`config.mk`:
```
export PLATFORM = sky130hd
export DESIGN_NAME = fp_cvt_sched
export DESIGN_NICKNAME = d
export VERILOG_FILES = /design/src/rtl/dlf16_pkg.sv /design/src/rtl/dlf16_i2f_core.sv /design/src/rtl/fp_cvt_sched.sv
export SDC_FILE = /design/constraint.sdc
export NUM_CORES = 1
export LEC_CHECK = 0
export CORE_MARGIN = 5
export CORE_UTILIZATION = 54
export DETAILED_ROUTE_END_ITERATION = 8
export PLACE_DENSITY = 0.82
export SETUP_SLACK_MARGIN = 0.3
export SYNTH_ARGS = -nofsm -noshare
export SYNTH_HDL_FRONTEND = slang
export SYNTH_HIERARCHICAL = 1
export SYNTH_SLANG_ARGS = --single-unit
```
`constraint.sdc`:
```
create_clock -name clk -period 4.5 [get_ports clk]
set_clock_uncertainty 0.05 [all_clocks]
set_input_delay 0.9 -clock clk [delete_from_list [all_inputs] [get_ports clk]]
set_output_delay 0.9 -clock clk [all_outputs]
set_load 0.05 [all_outputs]
```
`src/rtl/dlf16_pkg.sv`:
```
// DLFloat16 shared definitions.
// Format is {sign, exp[5:0], mant[8:0]}: biased exponent, hidden leading one,
// no subnormals. The all-zero word encodes zero.
package dlf16_pkg;

    localparam int EXP_W  = 6;
    localparam int MANT_W = 9;
    localparam int FLT_W  = 1 + EXP_W + MANT_W;

    localparam logic [EXP_W-1:0] EXP_BIAS   = 6'd31;
    localparam logic [FLT_W-1:0] DLF16_ZERO = '0;

    typedef struct packed {
        logic              sign;
        logic [EXP_W-1:0]  exp;
        logic [MANT_W-1:0] mant;
    } dlf16_t;

    // Magnitude of a signed 32-bit value, computed one bit wider so that
    // -2^31 yields +2^31 instead of wrapping back to a negative number.
    function automatic logic [32:0] abs33(input logic [31:0] x);
        logic [32:0] wide;
        wide = {x[31], x};
        return x[31] ? (33'd0 - wide) : wide;
    endfunction

endpackage

```
`src/rtl/dlf16_i2f_core.sv`:
```
// Combinational unsigned-magnitude to DLFloat16 converter.
// Finds the leading one, normalizes it to the hidden-bit position, keeps the
// next MANT_W bits (truncated, no rounding) and packs sign/exponent/mantissa.
//   sign   : sign to apply to a nonzero result
//   mag    : |x|, 0 .. 2^31
//   result : packed DLFloat16; zero magnitude gives the zero encoding
module dlf16_i2f_core
    import dlf16_pkg::*;
(
    input  logic        sign,
    input  logic [31:0] mag,
    output dlf16_t      result
);

    logic [4:0]  lead;
    logic [31:0] norm;
    logic [22:0] norm_unused;

    // NOTE: every variable gets a default at the top of the always_comb so no
    // path leaves one unassigned; that is what keeps it from becoming a latch.
    always_comb begin
        lead   = '0;
        norm   = '0;
        result = DLF16_ZERO;
        // Last match wins, so lead ends on the most significant set bit.
        for (int i = 0; i < 32; i++) begin
            if (mag[i]) begin
                lead = 5'(i);
            end
        end
        // Move the leading one to bit 31; the mantissa sits right below it.
        norm = mag << (5'd31 - lead);
        if (mag != '0) begin
            result.sign = sign;
            result.exp  = {1'b0, lead} + EXP_BIAS;
            result.mant = norm[30 -: MANT_W];
        end
    end

    // Hidden bit and truncated tail are dropped on purpose.
    assign norm_unused = {norm[31], norm[21:0]};

endmodule

```
`src/rtl/fp_cvt_sched.sv`:
```
// Two-requester int32 -> DLFloat16 converter with one shared pipeline.
// Round-robin arbitration feeds S1 (sign, |x|, src, tag); the combinational
// converter sits between S1 and S2; S2 is the output register.
//   clk, rst_n            : clock, asynchronous active-low reset
//   in0_*/in1_*           : valid/ready operand ports with opaque tag
//   out_valid/out_ready   : result handshake
//   out_float             : DLFloat16 result {sign, exp[5:0], mant[8:0]}
//   out_src / out_tag     : originating requester and its tag
//   conv_count            : completed output handshakes, wraps at 16 bits
module fp_cvt_sched
    import dlf16_pkg::*;
#(
    parameter int TAG_W = 2
) (
    input  logic             clk,
    input  logic             rst_n,
    input  logic             in0_valid,
    output logic             in0_ready,
    input  logic [31:0]      in0_int,
    input  logic [TAG_W-1:0] in0_tag,
    input  logic             in1_valid,
    output logic             in1_ready,
    input  logic [31:0]      in1_int,
    input  logic [TAG_W-1:0] in1_tag,
    output logic             out_valid,
    input  logic             out_ready,
    output logic [15:0]      out_float,
    output logic             out_src,
    output logic [TAG_W-1:0] out_tag,
    output logic [15:0]      conv_count
);

    // Requester granted last on an accepted transfer; 1 so requester 0 wins
    // the first tie after reset.
    logic             last_grant;
    logic             grant0;
    logic             grant1;
    logic             s2_adv;
    logic             s1_load;

    logic             s1_valid;
    logic             s1_sign;
    logic [31:0]      s1_mag;
    logic             s1_src;
    logic [TAG_W-1:0] s1_tag;

    logic [31:0]      sel_int;
    logic [TAG_W-1:0] sel_tag;
    logic [32:0]      sel_mag;
    logic             sel_mag_unused;
    dlf16_t           conv_result;

    always_comb begin
        grant0 = in0_valid && (!in1_valid || last_grant);
        grant1 = in1_valid && (!in0_valid || !last_grant);
    end

    assign s2_adv  = !out_valid || out_ready;
    assign s1_load = !s1_valid || s2_adv;

    // Gated by rst_n so both readies drop the moment reset asserts.
    assign in0_ready = rst_n && grant0 && s1_load;
    assign in1_ready = rst_n && grant1 && s1_load;

    assign sel_int = in1_ready ? in1_int : in0_int;
    assign sel_tag = in1_ready ? in1_tag : in0_tag;
    assign sel_mag = abs33(sel_int);
    // |x| never exceeds 2^31, so the extra magnitude bit is always zero.
    assign sel_mag_unused = sel_mag[32];

    // NOTE: all state is updated with non-blocking assignments so every flop
    // samples the pre-edge values regardless of statement order.
    always_ff @(posedge clk or negedge rst_n) begin
        if (!rst_n) begin
            last_grant <= 1'b1;
            s1_valid   <= 1'b0;
        end else begin
            if (in0_ready) begin
                last_grant <= 1'b0;
            end else if (in1_ready) begin
                last_grant <= 1'b1;
            end
            if (s1_load) begin
                s1_valid <= in0_ready || in1_ready;
            end
        end
    end

    // NOTE: the S1 payload has no reset; it is only consumed while s1_valid
    // is set, and s1_valid is reset.
    always_ff @(posedge clk) begin
        if (s1_load && (in0_ready || in1_ready)) begin
            s1_sign <= sel_int[31];
            s1_mag  <= sel_mag[31:0];
            s1_src  <= in1_ready;
            s1_tag  <= sel_tag;
        end
    end

    dlf16_i2f_core u_core (
        .sign   (s1_sign),
        .mag    (s1_mag),
        .result (conv_result)
    );

    always_ff @(posedge clk or negedge rst_n) begin
        if (!rst_n) begin
            out_valid <= 1'b0;
            out_float <= '0;
            out_src   <= 1'b0;
            out_tag   <= '0;
        end else if (s2_adv) begin
            out_valid <= s1_valid;
            if (s1_valid) begin
                out_float <= conv_result;
                out_src   <= s1_src;
                out_tag   <= s1_tag;
            end
        end
    end

    always_ff @(posedge clk or negedge rst_n) begin
        if (!rst_n) begin
            conv_count <= '0;
        end else if (out_valid && out_ready) begin
            conv_count <= conv_count + 16'd1;
        end
    end

endmodule

```
==> flow_summary.toml, run 1 <==
[outcome]
run_status = "complete, no violations"

[power_and_ir_drop]
combPwrFrac = 0.425
vdd_drop_max_uv = 391
seqPwrFrac = 0.333
pwr-share-clk = 0.242
powerDensity_mw_per_mm2 = 395
net-switching-power_w = 0.00119
swShare = 0.395
power.leakage_nw = 2.98
intPower_w = 0.00182

[final_layout]
antenna_cells = 0
nets = 847
finalCoreUtilization = 0.697
syn_to_final_growth_pct = 25.0
drive_gt1_frac = 0.0979
fillCellCount = 841
seq_area_mm2 = 0.00203
multi_input_area_mm2 = 0.00384

[logic_synthesis]
synthFlopType = "dfrtp_1"
synthMuxAreaShare = 0.177
syn_inst = 676
syn_area_mm2 = 0.00610
synth.top_cells.by_area = "edfxtp_1 (18%), dfrtp_1 (15%), mux2i_1 (12%)"
seq_area_frac_synth = 0.333
synth_edf_count = 36
synth_top_family_by_area = "simple AND/OR/NAND/NOR gates"
ys_ff_latch = 74
synth_xor_area_frac = 0.0675
yosysUniqueCellTypes = 73
synth_compound_area_frac = 0.173
yosys.area_share.simple = 0.204
syn_nets = 752
synth_area_per_cell_um2 = 9.02
synth.most_common_cell = "mux2i_1"
yosysTopAreaCellShare = 0.177
synthArstFlopShare = 0.514
synth_adder_area_share = 0.00616
yosysTopAreaCell = "edfxtp_1"
yosysWarnings = 6
synth_commonest_cells = "mux2i_1 (73), nand2_1 (70), nor2_1 (62)"

[clocking]
ctsResizeCount = 0
cts_tree = "yes"
numCtsBuffers = 9
insertion_delay_ns = 0.34
h-tree-depth = 3
cts_sinks = 74
path_clk_slew_ns = 0.07
hold_buffers = 0
cts_root_buf = "clkbuf_16"
cts.path.max_buffers = 2
postCtsSetupBuffers = 0

[sta]
period_needed_ns = 3.68
rsz0062_at_grt = "no"
tightestPinTransition_ns = 0.862
fmaxAchievable_mhz = 272
setup_viol_count_final = 0
slew_viol_final = 0
finalSetupTns_ns = 0
relSlewSlack = 0.426
finalHoldViolCount = 0
fin_crit_sh = 0.817

[floorplan]
ios = 111
coreArea_mm2 = 0.0109
initial_utilization = 0.558
die_w_um = 116
die_y_um = 116
fp-row-count = 38
die_area_mm2 = 0.0135

[grt]
grt_use_total = 0.261
grt_first_pass_wirelength_mm = 28.3
grt_pass1_vias = 5616
grt_overflow = 0
grt_max_degree = 39
antenna_found_initial = 0

[place]
gp_routability_congestion = 1.01
io_buffers = 110
hpwl_mm = 13.1

[drt]
firstDrtPassIters = 5
wl_per_cell_um = 18.8
route.detailed.drc = 0
postRouteWirelength_mm = 17.2
drt_iter0_drc = 740
ant_nets = 0
vias = 5900
vias_per_cell = 6.44

[critical_path]
r2r_setup_slack_ns = 0.85
r2r_cells = 10
r2r_end = "out_float[8]"
required_ns = 3.55
r2r_start = "s1_mag[12]"
cp_max_fo = 13
crit_type = "in -> out"
end_kind = "output port"
arrival_ns = 2.73
cp-start-kind = "primary input"

[run]
maxCapViolations = 0

[worst_hold_path]
hp-class = "in -> async"
-- sequential cells by signal, summed over array words and instances, names as in the netlist --
register	cells
conv_count	16
out_float	16
s1_mag	32
out_valid	1
s1_src	1
out_tag	2
last_grant	1
s1_sign	1
s1_tag	2
s1_valid	1
out_src	1
-- how the worst max path moves through the flow --
stage                   start  depth (start not counted)  slack (ns)    endpoint
floorplan           out_ready                         11        0.68  s1_mag[28]
global placement    out_ready                         10        0.66  s1_mag[28]
detailed placement  out_ready                         10        0.49  s1_mag[28]
CTS                 out_ready                         10        0.84  s1_mag[28]
global route        out_ready                         10        0.55  s1_mag[28]
finish              out_ready                          6        0.82   in1_ready
-- cell usage in the layout (no fill, tap or decap), types with 4 or more instances in the layout --
master	Yosys	final
nor4_1	13	13
nand2_1	70	70
a22oi_1	11	11
or3_1	18	18
nor2b_1	5	5
a21oi_1	27	27
clkbuf_16	0	9
xor2_1	17	17
nor3_1	21	21
nand3_1	12	12
a221oi_1	6	6
buf_4	2	14
nand2b_1	8	8
clkdlybuf4s50_1	0	108
o22ai_1	9	9
o211ai_1	9	9
mux2i_1	73	73
a211oi_1	7	7
a31oi_1	5	5
mux2_2	26	26
a311oi_1	5	5
nor2_1	62	62
edfxtp_1	36	36
dfrtp_1	37	37
inv_1	11	11
nand4_1	9	9
o31ai_1	11	11
xnor2_1	30	30
or4_1	11	11
o21ai_1	4	4
o21ai_0	22	22
-- layer usage --
layer	GRT usage	wire, µm	part of all wire	vias up
li1	-	-	-	2747
met1	0.369	7240	0.42	2780
met2	0.413	8090	0.47	335
met3	0.0326	1390	0.081	38
met4	0.0959	477	0.028	0
met5	0	0	0	-
-- cell families after synthesis --
family / Yosys count
xor gates and xnor gates: 47
DFF: 74
buffers and inverters: 53
adders and majority gates: 3
and+or+nand+nor: 249
AOI/OAI and AO/OA: 148
muxes: 102
-- worst max-delay path, stage by stage --
cell,delay [ns]
clkdlybuf4s50_1,0.54
nand3b_1,0.17
nand4_1,0.38
inv_1,0.31
buf_4,0.26
buf_12,0.16
-- layout make-up --
class | instances | share of cell area
clock buffer | 10 | 0.0314
clock inverter | 6 | 0.00936
inverter | 13 | 0.00706
multi-input combinational | 549 | 0.504
sequential | 74 | 0.267
tap | 140 | 0.0230
timing repair buffer | 124 | 0.159
-- per-stage QoR --
stage	std cells	hold slack [ns]	worst slack (ns)	power (W)	instance area, µm²
2_1_floorplan	676	0.405	0.681	0.00185	6100
3_3_place_gp	900	0.410	0.655	0.00224	7310
3_5_place_dp	900	0.418	0.494	0.00228	7310
4_1_cts	916	0.303	0.836	0.00301	7620
5_1_grt	916	0.306	0.553	0.00315	7620
6_report	916	0.314	0.822	0.00301	7620
-- power groups by stage --
stage          combinational [W]  sequential (W)  clock (W)
6_report                 0.00128         0.00100   0.000729
3_3_place_gp             0.00124         0.00100          0
2_1_floorplan           0.000584         0.00126          0
4_1_cts                  0.00127        0.000999   0.000742
3_5_place_dp             0.00127         0.00101          0
5_1_grt                  0.00136         0.00102   0.000774
Power figures use the tool's default switching activity.
==> inputs of run 2 (changes only) <==
==> constraint.sdc (replaced) <==
create_clock -name clk -period 3.7 [get_ports clk]
set_clock_uncertainty 0.05 [all_clocks]
set_input_delay 0.74 -clock clk [delete_from_list [all_inputs] [get_ports clk]]
set_output_delay 0.74 -clock clk [all_outputs]
set_load 0.05 [all_outputs]
==> run 2 against run 1 <==
  * Power grew 23%
  * Sequential share of layout area down 0.38 points
  * Combinational power up 25%
  * Non-clock buffer count is 10 higher
  * Via count up 1.7%
  * Utilization up 1.0 points
  * Largest power group unchanged
  * Hold slack gained 0.10 ns
  * Critical path depth rose by 3
  * Clock-buffer cell count grew 1
  * Design area is 1.4% higher
  * Flip-flop and latch count is the same
  * Final cell count is 1.1% higher
==> flow_summary.toml, run 2 (synthesized netlist as in run 1, its figures left out) <==
[final_layout]
layout.cells.non_filler = 926
reg_top3 = "s1_mag: 32 flops, conv_count: 16 flops, out_float: 16 flops"
finalCoreUtilization = 0.707
syn_to_final_growth_pct = 26.8
nets = 857
fin_area_mm2 = 0.00773
largest_reg_flops = 32
antenna_cells = 0
drive_gt1_frac = 0.113
fillCellCount = 862
regMostFlops = "s1_mag"
layout_commonest_cell = "clkdlybuf4s50_1"
final_cell_mix = "clkdlybuf4s50_1 (107), mux2i_1 (72), nand2_1 (70)"

[sta]
relSlewSlack = 0.444
fin_crit_sh = 0.894
period_needed_ns = 3.31
setup_viol_count_final = 0
fmaxAchievable_mhz = 302
slew_viol_final = 0
timing.hold.ws_ns = 0.415
tightestPinTransition_ns = 0.831
rsz0062_at_grt = "yes"
finalHoldViolCount = 0
finalSetupTns_ns = 0

[drt]
route.detailed.drc = 0
vias_per_cell = 6.48
firstDrtPassIters = 5
vias = 6002
postRouteWirelength_mm = 17.8
wl_per_cell_um = 19.2
drt_iter0_drc = 624
ant_nets = 0

[critical_path]
r2r_end = "out_float[2]"
cp_top_family = "compound AO/OA/AOI/OAI gates"
end_kind = "register"
cpPeakStageDelay_ns = 0.57
cp_max_fo = 25
setup.worst_path.start = "s1_mag[26]"
path_buf_inv = 1
cpMaxStageDelayCell = "or4_1"
path_depth = 9
crit_type = "reg -> reg"
r2r_cells = 9
worstSetupEndpoint = "out_float[2]"
arrival_ns = 3.48
r2r_setup_slack_ns = 0.39
cp-start-kind = "register"
r2r_start = "s1_mag[26]"
required_ns = 3.88
crit_chain = "or4_1 -> a311oi_1 -> o41ai_4 -> inv_2 -> nand2_1 -> o22ai_1 -> a211o_1 -> o211ai_1 -> mux2_2"

[grt]
antenna_found_initial = 0
grt_overflow = 0
grt_max_degree = 41
grt_pass1_vias = 5935
grt_first_pass_wirelength_mm = 29.3
grt_use_total = 0.271

[place]
hpwl_mm = 13.4
post-place-cells = 909
io_buffers = 110
place_area_mm2 = 0.00739
gp_routability_congestion = 0.925

[clocking]
cts_tree = "yes"
insertion_delay_ns = 0.34
h-tree-depth = 3
numCtsBuffers = 9
cts_root_buf = "clkbuf_16"
hold_buffers = 0
cts.path.max_buffers = 2
cts_sinks = 74
path_clk_slew_ns = 0.06

[floorplan]
fp-row-count = 38
initial_utilization = 0.558
die_y_um = 116
die_area_mm2 = 0.0135
ios = 111
die_w_um = 116
coreArea_mm2 = 0.0109

[power_and_ir_drop]
net-switching-power_w = 0.00146
intPower_w = 0.00225
combPwrFrac = 0.431
powerDensity_mw_per_mm2 = 480
vdd_drop_max_uv = 581
seqPwrFrac = 0.326
swShare = 0.393
power.leakage_nw = 3.04
pwr-share-clk = 0.243

[run]
maxCapViolations = 0

[worst_hold_path]
hp-class = "in -> async"

[outcome]
run_status = "complete, no violations"
-- run 2: final cells by class --
cell class	count	area [µm²]	share of cell area
multi-input combinational	549	3860	0.499
clock buffer	11	254	0.0329
tap	140	175	0.0227
clock inverter	5	58.8	0.00761
sequential	74	2030	0.263
timing repair buffer	134	1300	0.168
inverter	13	53.8	0.00696
-- run 2: layer usage --
metal,vias to the layer above,share of wire,global-route usage
met1,2851,0.43,0.368
li1,2778,-,-
met4,0,0.034,0.118
met5,-,0,0
met3,53,0.070,0.0466
met2,320,0.47,0.428
-- run 2: worst min path at each step --
stage | startpoint | endpoint | slack, ns
after floorplan | rst_n | conv_count[0] | 0.39
after global placement | s1_src | out_src | 0.41
after detailed placement | s1_tag[1] | out_tag[1] | 0.42
after CTS | rst_n | s1_valid | 0.42
after global routing | s1_tag[1] | out_tag[1] | 0.46
final | rst_n | conv_count[2] | 0.41
-- run 2: metrics by stage --
stage | worst slack (ns) | power (W)
floorplan | 0.310 | 0.00225
global placement | 0.210 | 0.00275
detailed placement | 0.152 | 0.00280
CTS | 0.375 | 0.00371
global route | 0.276 | 0.00388
finish | 0.393 | 0.00371
-- run 2: power by group through the flow --
stage               clock network [W]  registers, W  logic [W]
detailed placement                  0       0.00122    0.00158
CTS                          0.000921       0.00121    0.00158
global placement                    0       0.00121    0.00155
global route                 0.000957       0.00123    0.00169
finish                       0.000902       0.00121    0.00160
floorplan                           0       0.00154   0.000711
-- run 2: repair_timing --
item,4_1_cts,5_1_grt
endpoints found under the setup margin,2,6
gates resized for setup,1,4
cloned,0,0
setup buffers,0,1
